`src/rtl/dsq2_pkg.sv`:
```
// Shared widths and decode constants for the dsq2 sum-of-squared-differences coprocessor.
// DSQ2_DECODE_EN (optional) restricts acceptance to the custom-0 dsq2 encoding.
package dsq2_pkg;
  localparam int LANE_W    = 8;
  localparam int NUM_LANES = 4;
  localparam int SQ_W      = 17;
  localparam int SUM_W     = 19;

  localparam logic [6:0] OPC_CUSTOM0 = 7'b0001011;
  localparam logic [6:0] F7_DSQ2     = 7'b0000001;

  function automatic logic is_dsq2(input logic [31:0] instr);
    return (instr[6:0] == OPC_CUSTOM0) && (instr[31:25] == F7_DSQ2);
  endfunction
endpackage

```
`src/rtl/dsq2_lane.sv`:
```
// One byte lane: squared difference of two unsigned bytes, purely combinational.
// The square of the signed difference equals the square of its magnitude.
module dsq2_lane
  import dsq2_pkg::*;
(
  input  logic [LANE_W-1:0] a,
  input  logic [LANE_W-1:0] b,
  output logic [SQ_W-1:0]   sq
);
  logic [LANE_W-1:0]   mag;
  logic [2*LANE_W-1:0] prod;

  always_comb begin
    mag  = (a >= b) ? (a - b) : (b - a);
    prod = {{LANE_W{1'b0}}, mag} * {{LANE_W{1'b0}}, mag};
    sq   = {1'b0, prod};
  end
endmodule

```
`src/rtl/dsq2.sv`:
```
// PCPI coprocessor: rd = sum over four byte lanes of (rs1 byte - rs2 byte)^2, one-cycle latency.
// Define DSQ2_DECODE_EN to accept only the custom-0 / funct7=0000001 instruction.
module dsq2
  import dsq2_pkg::*;
(
  input  logic        clk,
  input  logic        resetn,
  input  logic [31:0] rs1,
  input  logic [31:0] rs2,
  input  logic [31:0] instr,
  input  logic        valid,
  output logic        ready,
  output logic        wait_,
  output logic [31:0] rd,
  output logic        wr
);
  logic [SQ_W-1:0]  lane_sq [NUM_LANES];
  logic [SQ_W:0]    sum_lo;
  logic [SQ_W:0]    sum_hi;
  logic [SUM_W-1:0] sum;
  logic             accept;
  logic             ready_d, ready_q;
  logic [31:0]      rd_d, rd_q;

  genvar gi;
  generate
    for (gi = 0; gi < NUM_LANES; gi++) begin : g_lane
      dsq2_lane u_lane (
        .a  (rs1[gi*LANE_W +: LANE_W]),
        .b  (rs2[gi*LANE_W +: LANE_W]),
        .sq (lane_sq[gi])
      );
    end
  endgenerate

`ifdef DSQ2_DECODE_EN
  assign accept = valid && is_dsq2(instr);
`else
  logic unused_instr;
  assign unused_instr = ^instr;
  assign accept       = valid;
`endif

  always_comb begin
    sum_lo  = {1'b0, lane_sq[0]} + {1'b0, lane_sq[1]};
    sum_hi  = {1'b0, lane_sq[2]} + {1'b0, lane_sq[3]};
    sum     = {1'b0, sum_lo} + {1'b0, sum_hi};
    ready_d = accept;
    // rd keeps the previous result when nothing is accepted.
    rd_d    = accept ? {{(32-SUM_W){1'b0}}, sum} : rd_q;
  end

  always_ff @(posedge clk) begin
    if (!resetn) begin
      ready_q <= 1'b0;
      rd_q    <= 32'd0;
    end else begin
      ready_q <= ready_d;
      rd_q    <= rd_d;
    end
  end

  assign ready = ready_q;
  assign wr    = ready_q;
  assign rd    = rd_q;
  assign wait_ = 1'b0;
endmodule

```
`config.mk`:
```
export PLATFORM = sky130hd
export DESIGN_NAME = dsq2
export DESIGN_NICKNAME = d
export VERILOG_FILES = /design/src/rtl/dsq2_pkg.sv /design/src/rtl/dsq2_lane.sv /design/src/rtl/dsq2.sv
export SDC_FILE = /design/constraint.sdc
export NUM_CORES = 1
export LEC_CHECK = 0
export CAP_MARGIN = 20
export CORE_MARGIN = 5
export CORE_UTILIZATION = 48
export CTS_BUF_LIST = sky130_fd_sc_hd__clkbuf_4 sky130_fd_sc_hd__clkbuf_8
export DETAILED_ROUTE_END_ITERATION = 6
export DONT_BUFFER_PORTS = 1
export PLACE_DENSITY = 0.71
export SLEW_MARGIN = 20
export SYNTH_ARGS = -nofsm -noshare
export SYNTH_HDL_FRONTEND = slang
export SYNTH_SLANG_ARGS = --single-unit
```
`constraint.sdc`:
```
create_clock -name clk -period 13.45 [get_ports clk]
set_input_delay 2.69 -clock clk [delete_from_list [all_inputs] [get_ports clk]]
set_output_delay 2.69 -clock clk [all_outputs]
set_load 0.05 [all_outputs]
```
# Word-level counts from Yosys, hierarchy flattened
# Cells that the tools add are included.
[word_totals]
ff_bits = 20
[classes]
add_sub_neg = 11
multipliers = 4
n_lt_le_gt_ge = 4
mux = 4
[ops]
columns = ["op", "count"]
rows = [
  ["$mul 8x8->16", 4],
  ["$sub 8x8->8", 8],
  ["$add 16x16->17", 2],
  ["$ge 8x8->1", 4],
  ["$mux 8", 4],
  ["$add 17x17->18", 1],
]

# Longest topological paths before layout
[logic_depth]
depth_word = 5
ltp_mapped = 34
mapped_depth_nobuf = 33

# Cells and area by module
# Synthesis repeated with hierarchy kept, for this count alone.
[unflattened]
cells_unflattened = 1493
area_unflattened_um2 = 12308.1
[modules_own_cells]
columns = ["mod", "n_inst", "cells_each", "area_each_um2", "seq_area_each_um2"]
rows = [
  ["dsq2", 1, 315, 2603.7, 400.4],
  ["dsq2_lane (g_lane[2].u_lane)", 1, 296, 2464.9, 0.0],
  ["dsq2_lane (g_lane[1].u_lane)", 1, 297, 2461.1, 0.0],
  ["dsq2_lane (g_lane[3].u_lane)", 1, 292, 2403.6, 0.0],
  ["dsq2_lane (g_lane[0].u_lane)", 1, 293, 2374.8, 0.0],
]

# Worst setup path before layout
# Ideal clock, no wire load.
[synth_path]
path_kind = "in2reg"
start = "input rs1[0]"
end = "register rd_q[15], in the netlist rd[15]"
setup_time_ns = 0.076
arrival_ns = 10.436
required_ns = 13.374
slack_ns = 2.939
path_stages = 32
cell_sequence = "inv_1 -> ha_1 -> inv_1 -> fa_1 -> nand3_1 -> a311oi_4 -> o32ai_4 -> mux2i_1 -> o31ai_2 -> mux2i_2 -> or3_1 -> fa_1 -> inv_1 -> fa_1 -> fa_1 -> inv_1 -> fa_1 -> inv_1 -> fa_1 -> fa_1 -> fa_1 -> inv_1 -> fa_1 -> inv_1 -> ha_1 -> o21a_1 -> o21ai_0 -> a31oi_1 -> o21ai_0 -> and4_1 -> o21ai_0 -> a21boi_0"
[synth_between]
elab_chain_len = 5
elab_cells_between_ends = 7
classes_between = "add/sub (4); mul (1); order compare (1); mux (1)"
[synth_lines]
columns = ["element", "line", "source"]
rows = [
  ["from (decl)", "dsq2.sv:8", "input logic [31:0] rs1,"],
  ["$sub 8x8->8 or $ge 8x8->1 (tied branches)", "dsq2_lane.sv:14", "mag = (a >= b) ? (a - b) : (b - a);"],
  ["$mux 8 *", "dsq2_lane.sv:14", ""],
  ["$mul 8x8->16 *", "dsq2_lane.sv:15", "prod = {{LANE_W{1'b0}}, mag} * {{LANE_W{1'b0}}, mag};"],
  ["$add 16x16->17 *", "dsq2.sv:45", "sum_lo = {1'b0, lane_sq[0]} + {1'b0, lane_sq[1]};"],
  ["$add 17x17->18 *", "dsq2.sv:47", "sum = {1'b0, sum_lo} + {1'b0, sum_hi};"],
  ["to (signal assigned)", "dsq2.sv:59", "rd_q <= rd_d;"],
  ["to (decl)", "dsq2.sv:23", "logic [31:0] rd_d, rd_q;"],
]
# Every way passes the cells marked *; elsewhere a longest branch is shown, timed or not.
# A chain may end at the register's enable or synchronous reset.

# Final worst setup path
[layout_path]
start = "input rs1[16]"
end = "register rd_q[13], in the netlist rd[13]"
[layout_between]
elab_chain_len = 5
elab_cells_between_ends = 7
classes_between = "add/sub (4); mul (1); order compare (1); mux (1)"
[layout_lines]
columns = ["element", "line", "source"]
rows = [
  ["$sub 8x8->8 or $ge 8x8->1 (tied branches)", "dsq2_lane.sv:14", ""],
  ["$mux 8 *", "dsq2_lane.sv:14", ""],
  ["$mul 8x8->16 *", "dsq2_lane.sv:15", ""],
  ["$add 16x16->17 *", "dsq2.sv:46", "sum_hi = {1'b0, lane_sq[2]} + {1'b0, lane_sq[3]};"],
  ["$add 17x17->18 *", "dsq2.sv:47", ""],
]
# Marks and branches as above.

==> impl_metrics.toml <==
[status]
outcome = "finished, final reports clean"

[sta]
final.period_utilization = 0.822
finalCriticalPeriod_ns = 11.06
hold_violations = 0
final_max_slew_viol_count = 0
fin_worst_skew_ns = 0
rsz0062_at_grt = "false"
setup_tns_ns = 0
timing.fmax_mhz = 90.4
tightest_slew_ns = 0.920
relSlewSlack = 0.371
fin_ws_ns = 2.39
setup-violations-final = 0

[worst_setup_path]
worst_setup_path_start_kind = "input port"
arrival_ns = 11.21
setup.worst_path.end_class = "flop"
cp_data_required_time_ns = 13.60
crit_type = "input port to flop"
path_max_fanout = 9

[floorplan]
core-area_um2 = 21800
ios = 134
die_y_um = 159
start_util = 0.487
rows = 54
die_w_um = 159
dieArea_um2 = 25200

[placed_design]
preCtsSetupSlack_ns = 2.14
portBuffers = 0
hpwl_mm = 18.6
place_congestion = 0.841

[clock_network]
numClockSinks = 19
clock_tree.buffer_depth = 2
ctsHoldBuffers = 0
htree_levels = 1
root_buffer = "clkbuf_8"
cts_made_buffers = 3
postCtsSetupRepairBufs = 0
path_clk_slew_ns = 0.07
cts_resized = 0
clk_latency_ns = 0.25
cts_tree = "done"

[synth]
synth.most_common_cell = "inv_1"
synth_top_area_cell = "fa_1"
avgSynthCellArea_um2 = 8.78
synthFlopType = "dfxtp_1"
synth-seq-cells = 19
synthCells = 1211
synth_top_area_share = 0.358
yosys_warnings = 0
synthTopCellsByArea = "fa_1 36%, ha_1 19%, inv_1 11%"
syn-cell-area_um2 = 10600
async_flop_share = 0
synth_edf_count = 0
synth_seq_area_share = 0.0358
yosysUniqueCellTypes = 64
synthTopCellsByCount = "323 x inv_1, 190 x fa_1, 165 x ha_1, 97 x nor2_1, 46 x a21oi_1"

[drt]
vias_per_cell = 5.12
drtIter0Drc = 338
drc = 0
first_pass_iters = 5
drt_wl_total_mm = 20.3
detail-route-antenna-nets = 0
num_vias = 7559
wl_per_cell_um = 13.8

[global_route]
gr-total-overflow = 0
antenna_found_initial = 0
track_usage = 0.163
grt_pass1_vias = 8001
grt_max_degree = 28
grt_pass1_wl_mm = 35.9

[final_layout]
antenna_cells = 0
areaGrowthSynthToFinish_pct = 2.59
final_util = 0.500
fin_nets = 1651
drive_above_1_share = 0.0334

[min_path]
holdCritPathClass = "flop to flop"

[flow_run]
maxCapViolCount = 0
layout make-up:
cell class / instances / area [µm²]
Multi-Input combinational cell: 841 / 8850
Clock buffer: 4 / 48.8
Timing Repair Buffer: 8 / 60.1
Fill cell: 2055 / 10900
Tap cell: 280 / 350
Sequential cell: 19 / 380
Inverter: 324 / 1220
worst paths after layout:
path,start,endpoint,slack (ns),depth (start not counted)
setup / recovery,rs1[16],rd[13],2.39,28
hold / removal,rd[15],rd[15],0.72,2
setup reg to reg,rd[12],rd[12],12.35,3
hold reg to reg,rd[15],rd[15],0.72,2
metal layers:
layer,track usage,vias up,wire (µm)
li1,-,3690,-
met2,0.305,155,10800
met5,0,-,0
met3,0.0184,22,1020
met4,0.0199,0,243
met1,0.209,3692,8240
critical path: stages:
cell and delay [ns]:
inv_1 0.04, ha_1 0.15, inv_1 0.05, fa_1 0.38
a21oi_1 0.21, o211ai_1 0.12, a21oi_2 0.42, mux2i_1 0.27
xor2_1 0.61, or2_2 0.26, inv_1 0.06, fa_1 0.50
fa_1 0.56, inv_1 0.06, fa_1 0.50, fa_1 0.52
inv_1 0.05, fa_1 0.58, fa_1 0.43, fa_1 0.51
fa_1 0.43, ha_1 0.25, o31ai_1 0.54, a21oi_1 0.15
o31ai_1 0.40, nand2b_1 0.12, xor2_1 0.16, a22o_1 0.17
cell usage in the layout, fill, tap and decap left out, types with 21 or more instances in the layout:
cell type / synthesis / layout
mux2i_1: 25 / 25
nand2_1: 40 / 40
nor2_1: 97 / 97
nand2b_1: 25 / 25
a21o_1: 24 / 24
o21ai_0: 21 / 21
ha_1: 165 / 165
a21oi_1: 46 / 46
fa_1: 190 / 190
inv_1: 323 / 323
flip-flops by register name, indices dropped and copies added, names as in the netlist:
| name | count |
|---|---|
| rd | 18 |
| ready | 1 |
cell families (layout without fill, tap and decap cells):
logic type      Yosys count  in the layout  synth area share
mux                      28             28            0.0269
xor+xnor                 38             38            0.0334
compound gates          157            157             0.101
fa+ha+maj               355            355             0.552
buf+inv                 365            336             0.137
other cells               1             15          0.000353
simple gates            248            248             0.114
flops                    19             19            0.0358
stage by stage:
step / cell area, µm² / cells / hold slack (ns)
6_report: 10900 / 1476 / 0.723
5_1_grt: 10900 / 1476 / 0.752
4_1_cts: 10900 / 1476 / 0.728
3_5_place_dp: 10900 / 1472 / 0.716
3_3_place_gp: 10900 / 1472 / 0.714
2_1_floorplan: 10700 / 1225 / 0.698
Power is not shown: default switching activity piles up to over one toggle a cycle in this logic, so the estimate is an artifact.
==> RTL edit 1, RTL diff (same settings) <==
The option `DSQ2_DECODE_EN` is turned on by a define.
--- a/src/rtl/dsq2.sv
+++ b/src/rtl/dsq2.sv
@@ -1,5 +1,7 @@
 // PCPI coprocessor: rd = sum over four byte lanes of (rs1 byte - rs2 byte)^2, one-cycle latency.
 // Define DSQ2_DECODE_EN to accept only the custom-0 / funct7=0000001 instruction.
+`define DSQ2_DECODE_EN
+
 module dsq2
   import dsq2_pkg::*;
 (
Function: changed (Yosys sat finds a counterexample within 4 cycles, from zero or initial values and one cycle with resetn low).
==> RTL edit 1 against the original RTL <==
Clock skew stayed put; register-to-register slack hardly changed; setup slack worse by 0.29 ns; design area is 0.77% higher; area after synthesis is 0.55% higher; routed wire length is 4.0% higher; first-iteration DRC count is 1.2% higher; highest routed layer unchanged; non-clock buffer count is 1 higher; sequential cell count stayed put; count of clock-buffer cells in the layout stayed put; cell count is 2.0% higher; worst hold slack worse by 0.022 ns; global-route usage is 0.31 points higher.
Power is not shown: default switching activity piles up to over one toggle a cycle in this logic, so the estimate is an artifact.
==> RTL edit 1: results <==
export IMPL_status="completed"
export IMPL_synth_common_cells="inv_1, fa_1, ha_1, nor2_1, nand2_1"
export IMPL_finalNonFillerCells=1506
export IMPL_antenna_found_initial=0
export IMPL_nFillCells=2108
export IMPL_synth_compound_area_share_pct=10.9
export IMPL_place_inst=1502
export IMPL_cts_made_buffers=3
export IMPL_vias=7838
export IMPL_htree_levels=1
export IMPL_synth_seq_area_share_pct=3.56
export IMPL_worst_pin_slew_ns=0.933
export IMPL_n_clock_buffer=4
export IMPL_fin_worst_hold_slack_ns=0.701
export IMPL_postCtsResizedCells=0
export IMPL_reg2reg_slack_ns=12.36
export IMPL_met3_length_mm=1.13
export IMPL_clk_latency_ns=0.25
export IMPL_netlist_top_cells_area="fa_1, ha_1, inv_1"
export IMPL_multiInputGateArea_um2=8950
export IMPL_synth_cell_type_count=66
export IMPL_crit_path_end="rd[14]$_SDFFE_PN0P_"
export IMPL_clk_share_pct=0.444
export IMPL_wl_met2_mm=11.0
export IMPL_synthAdderAreaFrac_pct=54.9
export IMPL_pre_cts_ws_ns=1.83
export IMPL_synthMuxAreaShare_pct=1.40
export IMPL_worstPathArrival_ns=11.51
export IMPL_r2r_start="rd[10]$_SDFFE_PN0P_"
export IMPL_reg2reg_to="rd[10]$_SDFFE_PN0P_"
export IMPL_firstDrtPassIters=5
export IMPL_cp_max_fo=11
export IMPL_worst_slack_ns=2.10
export IMPL_grt_pass1_wl_mm=36.4
export IMPL_layout_nets=1681
export IMPL_drt_iter0_markers=342
export IMPL_grt_use_total_pct=16.6
export IMPL_min_from="rd[12]$_SDFFE_PN0P_"
export IMPL_holdPathEnd="rd[12]$_SDFFE_PN0P_"
export IMPL_gp_congestion=0.863
export IMPL_multi_input_gates=876
export IMPL_die_x_um=159
export IMPL_drive_gt1_share_pct=3.02
export IMPL_nFlopsAndLatches=19
export IMPL_buf_share_pct=0.615
export IMPL_wl_met1_mm=8.79
export IMPL_finish_utilization_pct=50.2
export IMPL_placed_area_um2=10900
export IMPL_grt_pass1_vias=7990
export IMPL_avgSynthCellArea_um2=8.63
export IMPL_n_all_buffers=9
export IMPL_wl_per_cell_um=14.0
export IMPL_detailed_place_hpwl_mm=19.4
export IMPL_nNonClkInverters=318
export IMPL_synth_xor_area_share_pct=3.01
export IMPL_grt_max_degree=20
## RTL edit 1: cell types whose count changed after synthesis, moves of 5 or more
cell	change
mux2i_1	-10
nand3b_1	-6
nand3_1	+11
inv_1	-5
a31oi_1	-6
a21oi_1	+6
nand2_1	+14
## RTL edit 1: critical path, cell delays in order
cell	delay, ns
inv_1	0.02
ha_1	0.61
and4_1	0.27
a211oi_1	0.07
o21bai_1	0.60
mux2i_1	0.29
xor2_1	0.65
or2_2	0.26
inv_1	0.06
fa_1	0.51
fa_1	0.55
inv_1	0.06
fa_1	0.44
fa_1	0.54
inv_1	0.05
fa_1	0.46
fa_1	0.43
fa_1	0.56
fa_1	0.42
ha_1	0.36
a21o_1	0.22
a2111oi_0	0.74
o31ai_1	0.19
xnor2_1	0.17
o21ai_0	0.08
and2_1	0.18
## RTL edit 1: layer usage
layer  GRT usage, %  vias up
met5              0        -
met3           2.38       19
met1           21.8     3842
met4           1.82        0
met2           30.3      166
li1               -     3811
==> RTL edit 2, RTL diff (same settings) <==
Without the edit above. Make the reset (`resetn`) asynchronous in one clocked block.
--- a/src/rtl/dsq2.sv
+++ b/src/rtl/dsq2.sv
@@ -50,7 +50,7 @@
     rd_d    = accept ? {{(32-SUM_W){1'b0}}, sum} : rd_q;
   end
 
-  always_ff @(posedge clk) begin
+  always_ff @(posedge clk or negedge resetn) begin
     if (!resetn) begin
       ready_q <= 1'b0;
       rd_q    <= 32'd0;
Formal check against the unedited RTL: not equivalent (a bounded check fails within 4 cycles, from zero or initial values and one cycle with resetn low; the reset may be asserted at any time).
==> RTL edit 2 against the original RTL <==
Critical path depth shrank 2; setup slack lost 0.52 ns; core utilization shrank 0.45 points; design area grew 1.9%; via count grew 1.1%; routed wire length grew 2.6%; sequential cell count is the same; area after synthesis grew 1.8%; critical path type unchanged; highest routed layer unchanged.
Power is not shown: default switching activity piles up to over one toggle a cycle in this logic, so the estimate is an artifact.
==> RTL edit 2: results <==
export IMPL_placed_area_um2=11100
export IMPL_nFillCells=2123
export IMPL_status="completed"
export IMPL_io_buffers=0
export IMPL_async_reset_ff_share_pct=100
export IMPL_synth_seq_area_share_pct=4.39
export IMPL_worstPathArrival_ns=11.72
export IMPL_htree_levels=1
export IMPL_grt_use_total_pct=16.3
export IMPL_antenna_found_initial=0
export IMPL_grt_pass1_wl_mm=35.8
export IMPL_antenna_cells=0
export IMPL_worst_pin_slew_ns=1.00
export IMPL_netlist_top_cells_area="fa_1, ha_1, inv_1"
export IMPL_ant_nets=0
export IMPL_critical_path_max_stage_delay_ns=0.70
export IMPL_viasPerCell=5.14
export IMPL_synth_cell_type_count=69
export IMPL_drive_gt1_share_pct=4.58
export IMPL_fin_skew_ns=0
export IMPL_postCtsResizedCells=0
export IMPL_detailed_place_hpwl_mm=18.9
export IMPL_gp_congestion=0.865
export IMPL_cp_max_fo=11
export IMPL_layout_nets=1656
export IMPL_clockBufferDepth=2
export IMPL_synth_common_cells="inv_1, fa_1, ha_1, nor2_1, a21oi_1"
export IMPL_grt_pass1_vias=7895
export IMPL_grt_max_degree=21
export IMPL_period_share_pct=86.1
export IMPL_wl_per_cell_um=14.0
export IMPL_synth_flop_cell="dfrtp_1"
export IMPL_drt_iter0_markers=341
## RTL edit 2: cell count changes in the layout (fill, tap and decap cells not counted), sizes merged, moves of 7 or more
| cell | change |
|---|---|
| a21o | +8 |
| a31oi | -7 |
| dfrtp | +19 |
| dfxtp | -19 |
| mux2 | +15 |
| mux2i | -11 |
| nand2 | -10 |
| nand2b | +7 |
## RTL edit 2: worst reg2reg max path: stages, from the launching register on
cell	delay (ns)
dfrtp_1	0.56
nand2_1	0.14
o31a_1	0.12
o311ai_0	0.11
## RTL edit 2: cells by family after synthesis
family | Yosys count | synth area share, %
XOR/XNOR | 36 | 3.12
multiplexers | 32 | 3.15
other | 1 | 0.0346
flip-flops | 19 | 4.39
adder cells (fa/ha/maj) | 355 | 54.2
buffers and inverters | 363 | 13.3
AO/OA/AOI/OAI | 172 | 11.0
AND/OR/NAND/NOR | 239 | 10.8
## RTL edit 2: area by class of cell
class | instances | area, um^2 | area share (%)
Clock buffer | 4 | 48.8 | 0.439
Inverter | 320 | 1200 | 10.8
Multi-Input combinational cell | 849 | 8960 | 80.7
Sequential cell | 19 | 475 | 4.28
Tap cell | 285 | 357 | 3.21
Timing Repair Buffer | 9 | 67.6 | 0.608
## RTL edit 2: stage by stage
step	utilization (%)	instances	setup slack (ns)
floorplan	-	1231	2.57
global placement	49.3	1482	1.73
detailed placement	49.3	1482	1.65
CTS	49.5	1486	1.87
global route	49.5	1486	1.52
finish	49.5	1486	1.87
## RTL edit 2: routing by layer
metal / GRT usage, % / vias up / part of all wire (%)
met1: 20.7 / 3768 / 41
met5: 0 / - / 0
li1: - / 3726 / -
met3: 1.32 / 27 / 3.4
met4: 2.82 / 0 / 1.7
met2: 30.8 / 121 / 54
## RTL edit 2: path summary, 6_finish.rpt
| path | end | from | slack (ns) | cells after the start |
|---|---|---|---|---|
| max | rd[14]$_DFFE_PN0P_ | rs1[16] | 1.87 | 26 |
| min | rd[16]$_DFFE_PN0P_ | rd[16]$_DFFE_PN0P_ | 0.81 | 2 |
| max reg2reg | rd[15]$_DFFE_PN0P_ | rd[15]$_DFFE_PN0P_ | 12.38 | 3 |
| min reg2reg | rd[16]$_DFFE_PN0P_ | rd[16]$_DFFE_PN0P_ | 0.81 | 2 |
| max in group asynchronous | rd[11]$_DFFE_PN0P_ | resetn | 11.25 | 0 |
| min in group asynchronous | rd[0]$_DFFE_PN0P_ | resetn | 2.12 | 0 |
